===== src/rtl/cpu_pkg.sv =====
// Shared CPU definitions: memory-bridge FSM encoding and access size codes,
// common to the data-side bridge and the instruction-side bridge.
package cpu_pkg;

  typedef enum logic [1:0] {
    IDLE = 2'd0,
    ADDR = 2'd1,
    DATA = 2'd2,
    DONE = 2'd3
  } bridge_state_e;

  localparam logic [1:0] SIZE_BYTE = 2'd0;
  localparam logic [1:0] SIZE_HALF = 2'd1;
  localparam logic [1:0] SIZE_WORD = 2'd2;

endpackage


===== src/rtl/dmem_bridge.sv =====
// Memory-stage to SRAM-like bus bridge: one outstanding access, pipeline
// stalled from the first mem_en cycle until the DONE cycle.
module dmem_bridge
  import cpu_pkg::*;
#(
  parameter int ADDR_W = 32,
  parameter int DATA_W = 32
) (
  input  logic              clk,
  input  logic              rst,
  input  logic              mem_en,
  input  logic [3:0]        mem_wen,
  input  logic [1:0]        mem_size,
  input  logic [ADDR_W-1:0] mem_addr,
  input  logic [DATA_W-1:0] mem_wdata,
  output logic [DATA_W-1:0] mem_rdata,
  output logic              mem_stall,
  output logic              data_req,
  output logic              data_wr,
  output logic [1:0]        data_size,
  output logic [ADDR_W-1:0] data_addr,
  output logic [DATA_W-1:0] data_wdata,
  output logic [3:0]        data_wstrb,
  input  logic              data_addr_ok,
  input  logic              data_data_ok,
  input  logic [DATA_W-1:0] data_rdata,
  output logic [1:0]        dbg_state
);

  // Handshake: data_req is held from the ADDR entry edge until the edge on
  // which data_addr_ok=1 is seen; data_data_ok counts only after (or in the
  // same cycle as) that acceptance, one completion per request.

  bridge_state_e     state_q;
  logic              req_q;
  logic              wr_q;
  logic [1:0]        size_q;
  logic [ADDR_W-1:0] addr_q;
  logic [DATA_W-1:0] wdata_q;
  logic [3:0]        wstrb_q;
  logic [DATA_W-1:0] rdata_q;

  always_ff @(posedge clk) begin
    if (rst) begin
      state_q <= IDLE;
      req_q   <= 1'b0;
      wr_q    <= 1'b0;
      size_q  <= '0;
      addr_q  <= '0;
      wdata_q <= '0;
      wstrb_q <= '0;
      rdata_q <= '0;
    end else begin
      case (state_q)
        IDLE: begin
          if (mem_en) begin
            state_q <= ADDR;
            req_q   <= 1'b1;
            wr_q    <= |mem_wen;
            size_q  <= mem_size;
            addr_q  <= mem_addr;
            wdata_q <= mem_wdata;
            wstrb_q <= mem_wen;
          end
        end
        ADDR: begin
          if (data_addr_ok) begin
            req_q <= 1'b0;
            if (data_data_ok) begin
              state_q <= DONE;
              if (!wr_q) rdata_q <= data_rdata;
            end else begin
              state_q <= DATA;
            end
          end
        end
        DATA: begin
          if (data_data_ok) begin
            state_q <= DONE;
            if (!wr_q) rdata_q <= data_rdata;
          end
        end
        DONE: state_q <= IDLE;
        default: begin
          state_q <= IDLE;
          req_q   <= 1'b0;
        end
      endcase
    end
  end

  // Releasing the stall in DONE is what lets the pipeline advance.
  assign mem_stall  = mem_en && (state_q != DONE);
  assign mem_rdata  = rdata_q;
  assign data_req   = req_q;
  assign data_wr    = wr_q;
  assign data_size  = size_q;
  assign data_addr  = addr_q;
  assign data_wdata = wdata_q;
  assign data_wstrb = wstrb_q;
  assign dbg_state  = state_q;

endmodule

===== config.mk =====
export PLATFORM = sky130hd
export DESIGN_NAME = dmem_bridge
export DESIGN_NICKNAME = d
export VERILOG_FILES = /design/src/rtl/cpu_pkg.sv /design/src/rtl/dmem_bridge.sv
export SDC_FILE = /design/constraint.sdc
export NUM_CORES = 1
export LEC_CHECK = 0
export ABC_AREA = 0
export CAP_MARGIN = 40
export CORE_UTILIZATION = 39
export CTS_CLUSTER_DIAMETER = 100
export DETAILED_ROUTE_END_ITERATION = 12
export GPL_TIMING_DRIVEN = 1
export PLACE_DENSITY_LB_ADDON = 0.12
export SYNTH_ARGS = -nofsm -noshare
export SYNTH_HDL_FRONTEND = slang
export SYNTH_SLANG_ARGS = --single-unit
export TNS_END_PERCENT = 30

===== constraint.sdc =====
create_clock -name clk -period 1.53 [get_ports clk]
set_input_delay 0.306 -clock clk [delete_from_list [all_inputs] [get_ports clk]]
set_output_delay 0.306 -clock clk [all_outputs]
set_load 0.005 [all_outputs]

==> impl_metrics.yaml, run 1 <==
outcome:
  outcome: "finished clean"
clock_tree:
  cts_buffers: 9
  cts_setup_buffers: 0
  clock_transition_at_the_register_clock_pins_on_the_worst_setup_and_hold_paths_after_cts_ns: 0.10
  cts_hold_buf: 0
  master_cell_of_the_clock_root_buffer: "sky130_fd_sc_hd__clkbuf_8"
  tritoncts: "yes"
  maximum_buffer_depth_of_the_clock_tree: 2
  tritoncts_num_sinks: 106
  cts_max_level: 3
  clk_latency_ns: 0.36
placement:
  place_hpwl_mm: 8.34
  globalplace.congestion: 0.781
  port-buffer-count: 213
  place.detailed.instances: 810
  dpl_cell_area_um2: 6340
drt:
  wl_per_cell_um: 14.9
  wirelength_mm: 12.3
  drtAntennaViolNets: 0
  drcViolationCount: 0
  route.detailed.vias_per_inst: 4.93
  tritonroute_pass_1_iters: 4
  via_count: 4079
  detailedRoute.firstIterationViolations: 157
power:
  static_leakage_nw: 3.27
  power_switching_mw: 3.30
  pwr-share-seq: 0.378
  cell_internal_pwr_mw: 6.42
  worst_ir_drop_vdd_v: 0.000581
  power.switching_fraction: 0.340
  combinationalPowerShare: 0.428
  power.clock.fraction: 0.195
  pwr_density_cell_nw_per_um2: 1410
worst_setup_path:
  critical_path_endpoint: "mem_rdata[12]"
  worst-r2r-setup-slack_ns: 0.005
  endpoint_kind: "register"
  family_with_the_most_delay_on_the_worst_path: "flip-flops"
  cp_slowest_stage_delay_ns: 0.37
  worstPathRequired_ns: 1.77
  crit_path_top_delay_cell: "sky130_fd_sc_hd__dfxtp_4"
  critical_path.n_buffers_inverters: 2
  r2r_end: "mem_rdata[12]"
  cp.depth: 6
  cp.arrival_ns: 1.77
  worst_r2r_startpoint: "dbg_state[0]"
  r2r.worst_path.cells: 6
  startpoint: "dbg_state[0]"
  startpoint_type: "register"
  critical_path.max_fanout: 22
  path_cells: "buf_4 > ha_1 > and2b_4 > buf_12 > o21ai_0 > a21oi_2"
  worstSetupPathType: "register to register"
global_routing:
  grt_pass1_vias: 3986
  wire_length_of_the_first_global_routing_pass_mm: 19.1
  track_usage: 0.215
  number_of_antenna_violations_at_the_first_check_in_global_routing: 0
  largest_net_degree_at_the_start_of_global_routing: 51
  remaining_global_route_overflow: 0
layout:
  diodes_inserted: 0
  layout.cell_area.non_filler_um2: 6890
  register_area_um2: 2190
  fraction_of_final_layout_cells_sized_beyond_drive_strength_1: 0.212
  layout.filler_cells: 825
  commonest_cells_after_routing_fill_and_taps_aside: "sky130_fd_sc_hd__nand2_1 (143), sky130_fd_sc_hd__clkdlybuf4s50_1 (122), sky130_fd_sc_hd__a21oi_1 (65), sky130_fd_sc_hd__dfxtp_1 (54), sky130_fd_sc_hd__dfxtp_2 (50)"
  utilization: 0.692
  mostFrequentLayoutCell: "sky130_fd_sc_hd__nand2_1"
  finish.cell_count_without_fillers: 827
  multi_input_area_um2: 1830
  area_growth_syn_to_layout_pct: 68.7
  final_net_count: 803
floorplan:
  design.core.area_um2: 9950
  fp.dieW_um: 104
  die-area_um2: 10900
  die-height_um: 104
  initial_utilization: 0.410
  row_count: 36
  ioPinCount: 214
synth:
  yosys.cell_types.count: 30
  postSynth.asyncResetShare: 0
  syn_area_um2: 4090
  synth_cells: 486
  postSynth.topFlopCell: "sky130_fd_sc_hd__dfxtp_1"
  synth_fp_nets: 598
  ys_ff_latch: 106
  synth_edf_count: 0
  syn_avg_cell_area_um2: 8.41
  synth.yosys.seq_area_share: 0.519
  synth.yosys.warnings: 0
sta:
  finalClockSkew_ns: 0.0103
  number_of_pins_with_negative_max_slew_slack_in_the_final_report: 0
  final.min_clock_period_ns: 1.52
  worst_slew_margin_rel: 0.811
  period_share: 0.997
  f_max_mhz: 656
  setup_viol: 0
  tightestPinTransition_ns: 0.279
  report.final.hold_viol_count: 0
  rsz0062_at_grt: "true"
min_path:
  hold_path.startpoint: "rst"
  worst_hold_path_type: "input pin to register"
run:
  cap_violations: 0
==> what timing repair did <==
item                       in CTS  in global routing
gates cloned                    0                  3
setup endpoints to repair     108                156
pin swaps                       0                 16
resized for setup              85                105
==> layout make-up <==
type,count,share of cell area
Clock buffer,10,0.0200
Clock inverter,4,0.0111
Inverter,2,0.00182
Multi-Input combinational cell,337,0.266
Sequential cell,106,0.318
Tap cell,133,0.0242
Timing Repair Buffer,235,0.359
==> metal layers <==
metal,global-route usage,up-vias,part of all wire
li1,-,2025,-
met2,0.380,158,0.51
met3,0.0658,11,0.085
met5,0,-,0
met4,0.0684,0,0.010
met1,0.246,1885,0.39
==> cells by family (layout without fill, tap and decap cells) <==
logic type,count (synthesis),after routing,synth area share
compound gates,142,142,0.200
fa+ha+maj,5,5,0.0153
buf+inv,43,251,0.0714
flops,106,106,0.519
simple gates,190,190,0.194
==> cell usage after synthesis (all sizes together) (2+ instances only) <==
master    n  area [um2]
inv       2        7.51
buf      29         235
clkbuf   12        48.8
dfxtp   106        2120
o21ai    32         160
ha        5        62.6
nand2b    3        18.8
nor2b     3        18.8
nand3    32         160
a21oi   104         607
nand2   144         541
==> per-stage QoR <==
| step | power (mW) | setup TNS, ns | setup WS, ns | hold WS, ns |
|---|---|---|---|---|
| floorplan | 5.76 | 0 | 0.0646 | 0.442 |
| global placement | 7.55 | -6.09 | -0.189 | 0.441 |
| detailed placement | 7.66 | -7.69 | -0.176 | 0.447 |
| CTS | 9.42 | -0.0175 | -0.0175 | 0.241 |
| global route | 10.3 | -0.654 | -0.0614 | 0.257 |
| finish | 9.72 | 0 | 0.00509 | 0.261 |
==> worst min path at each step <==
stage / to / slack [ns] / depth (start not counted)
3_5_place_dp: data_addr[1] / 0.45 / 2
4_1_cts: mem_rdata[28] / 0.24 / 2
3_3_place_gp: data_addr[17] / 0.44 / 2
6_report: mem_rdata[29] / 0.26 / 2
5_1_grt: mem_rdata[29] / 0.26 / 2
2_1_floorplan: data_addr[0] / 0.44 / 2
==> power by group through the flow <==
stage                     Combinational, mW  Clock, mW  Sequential (mW)
after floorplan                        2.06          0             3.70
after global placement                 3.92          0             3.63
after detailed placement               4.00          0             3.66
after CTS                              3.85       1.94             3.63
after global routing                   4.55       2.03             3.75
final                                  4.15       1.89             3.67
==> flip-flops by register name (all words and copies together), names as in the netlist <==
register	count
mem_rdata	32
data_wdata	32
data_req	1
data_wstrb	4
dbg_state	2
data_wr	1
data_size	2
data_addr	32
(Power assumes the default switching activity.)
==> run 2, diff against run 1 <==
Settings changed: GPL_TIMING_DRIVEN 1 to 0.
==> run 2 against run 1 <==
Compared with the run above:
- register-to-register slack improved by 0.02 ns
- final area decreased by 0.71%
- largest cell class unchanged
- power increased by 0.33%
- clock-buffer cell count increased by 2
- critical path depth increased by 1
- combinational power decreased by 2%
==> impl_metrics.yaml, run 2 (same netlist as run 1, synthesis figures left out) <==
worst_setup_path:
  critical_path.max_fanout: 6
  worstSetupPathType: "register to register"
  cp.arrival_ns: 1.75
  endpoint_kind: "register"
  startpoint_type: "register"
  cp_slowest_stage_delay_ns: 0.39
  path_cells: "inv_2 > ha_4 > nand3b_1 > buf_6 > clkbuf_8 > o21ai_0 > a21oi_1"
  crit_path_top_delay_cell: "sky130_fd_sc_hd__dfxtp_4"
  family_with_the_most_delay_on_the_worst_path: "flip-flops"
  critical_path.n_buffers_inverters: 3
  worstPathRequired_ns: 1.78
drt:
  drcViolationCount: 0
  detailedRoute.firstIterationViolations: 159
  tritonroute_pass_1_iters: 4
  via_count: 4185
  route.detailed.vias_per_inst: 4.92
  wirelength_mm: 12.6
  wl_per_cell_um: 14.8
  route.met2.wl_mm: 6.26
  drtAntennaViolNets: 0
  wirelength_met1_mm: 5.09
  route.top_layer_used: "met4"
  routed-wl-met3_mm: 1.18
global_routing:
  wire_length_of_the_first_global_routing_pass_mm: 20.3
  largest_net_degree_at_the_start_of_global_routing: 17
  remaining_global_route_overflow: 0
  grt_pass1_vias: 4207
  track_usage: 0.233
  number_of_antenna_violations_at_the_first_check_in_global_routing: 0
floorplan:
  row_count: 36
  initial_utilization: 0.410
  fp.dieW_um: 104
  ioPinCount: 214
  die-area_um2: 10900
  die-height_um: 104
  design.core.area_um2: 9950
clock_tree:
  clk_latency_ns: 0.37
  maximum_buffer_depth_of_the_clock_tree: 2
  cts_hold_buf: 0
  tritoncts_num_sinks: 106
  clock_transition_at_the_register_clock_pins_on_the_worst_setup_and_hold_paths_after_cts_ns: 0.10
  tritoncts: "yes"
  cts_buffers: 9
  master_cell_of_the_clock_root_buffer: "sky130_fd_sc_hd__clkbuf_8"
  cts_max_level: 3
layout:
  diodes_inserted: 0
  final_net_count: 825
  layout.cell_area.non_filler_um2: 6840
  commonest_cells_after_routing_fill_and_taps_aside: "sky130_fd_sc_hd__nand2_1 (143), sky130_fd_sc_hd__clkdlybuf4s50_1 (104), sky130_fd_sc_hd__a21oi_1 (77), sky130_fd_sc_hd__dlygate4sd2_1 (62), sky130_fd_sc_hd__dfxtp_1 (54)"
  fraction_of_final_layout_cells_sized_beyond_drive_strength_1: 0.203
  area_growth_syn_to_layout_pct: 67.5
  finish.cell_count_without_fillers: 851
  mostFrequentLayoutCell: "sky130_fd_sc_hd__nand2_1"
min_path:
  worst_hold_path_type: "input pin to register"
sta:
  setup_viol: 0
  tightestPinTransition_ns: 0.510
  number_of_pins_with_negative_max_slew_slack_in_the_final_report: 0
  worst_slew_margin_rel: 0.660
  report.final.hold_viol_count: 0
  final.min_clock_period_ns: 1.50
  finalClockSkew_ns: 0.0110
  f_max_mhz: 666
  period_share: 0.981
  rsz0062_at_grt: "true"
power:
  pwr_density_cell_nw_per_um2: 1430
  worst_ir_drop_vdd_v: 0.000774
  static_leakage_nw: 3.47
placement:
  port-buffer-count: 212
  place.detailed.instances: 831
  dpl_cell_area_um2: 6370
  globalplace.congestion: 0.812
  place_hpwl_mm: 9.27
outcome:
  outcome: "finished clean"
run:
  cap_violations: 0
[run 2: path summary, 6_finish.rpt]
kind | startpoint | end | slack [ns] | cells past startpoint
worst min register to register | data_wdata[5] | data_wdata[5] | 0.45 | 2
worst max register to register | dbg_state[1] | mem_rdata[26] | 0.03 | 7
worst min-delay path | rst | data_addr[12] | 0.45 | 3
worst max-delay path | dbg_state[1] | mem_rdata[26] | 0.03 | 7
[run 2: per-layer routing]
| metal | global-route usage | up-vias |
|---|---|---|
| met3 | 0.0902 | 13 |
| met4 | 0.0561 | 0 |
| li1 | - | 2076 |
| met2 | 0.417 | 171 |
| met1 | 0.258 | 1925 |
| met5 | 0 | - |
[run 2: repair_timing]
action,in CTS,in global routing
endpoints found under the hold margin,0,0
pin swaps,1,0
gates resized for setup,122,103
setup buffers,2,0
endpoints found under the setup margin,191,77
cloned,2,0
[run 2: worst register-to-register path, cell delays in order (launching register included)]
cell	delay (ns)
sky130_fd_sc_hd__dfxtp_4	0.39
sky130_fd_sc_hd__inv_2	0.07
sky130_fd_sc_hd__ha_4	0.28
sky130_fd_sc_hd__nand3b_1	0.09
sky130_fd_sc_hd__buf_6	0.15
sky130_fd_sc_hd__clkbuf_8	0.14
sky130_fd_sc_hd__o21ai_0	0.17
sky130_fd_sc_hd__a21oi_1	0.09
[run 2: layout make-up]
cell class                      count  area, um2
Fill cell                         827       3110
Sequential cell                   106       2190
Timing Repair Buffer              216       2190
Multi-Input combinational cell    337       1720
Buffer                             41        333
Tap cell                          133        166
Clock buffer                       12        165
Clock inverter                      4       72.6
Inverter                            2       7.51
[run 2: per-stage QoR]
step	setup WS, ns	power [mW]	hold WS [ns]	setup TNS, ns	utilization
after floorplan	0.0646	5.76	0.442	0	-
after CTS	0.000652	9.75	0.455	0	0.669
after detailed placement	-0.377	7.72	0.447	-19.69	0.640
after global placement	-0.351	7.59	0.442	-15.05	0.640
final	0.0291	9.75	0.452	0	0.687
after global routing	-0.0465	10.4	0.454	-0.118	0.687
[run 2: power by group]
group	internal [mW]	total (mW)	switching [mW]
registers	3.38	3.68	0.293
logic	2.04	4.08	2.04
clock network	1.05	1.99	0.940
total	6.48	9.75	3.27
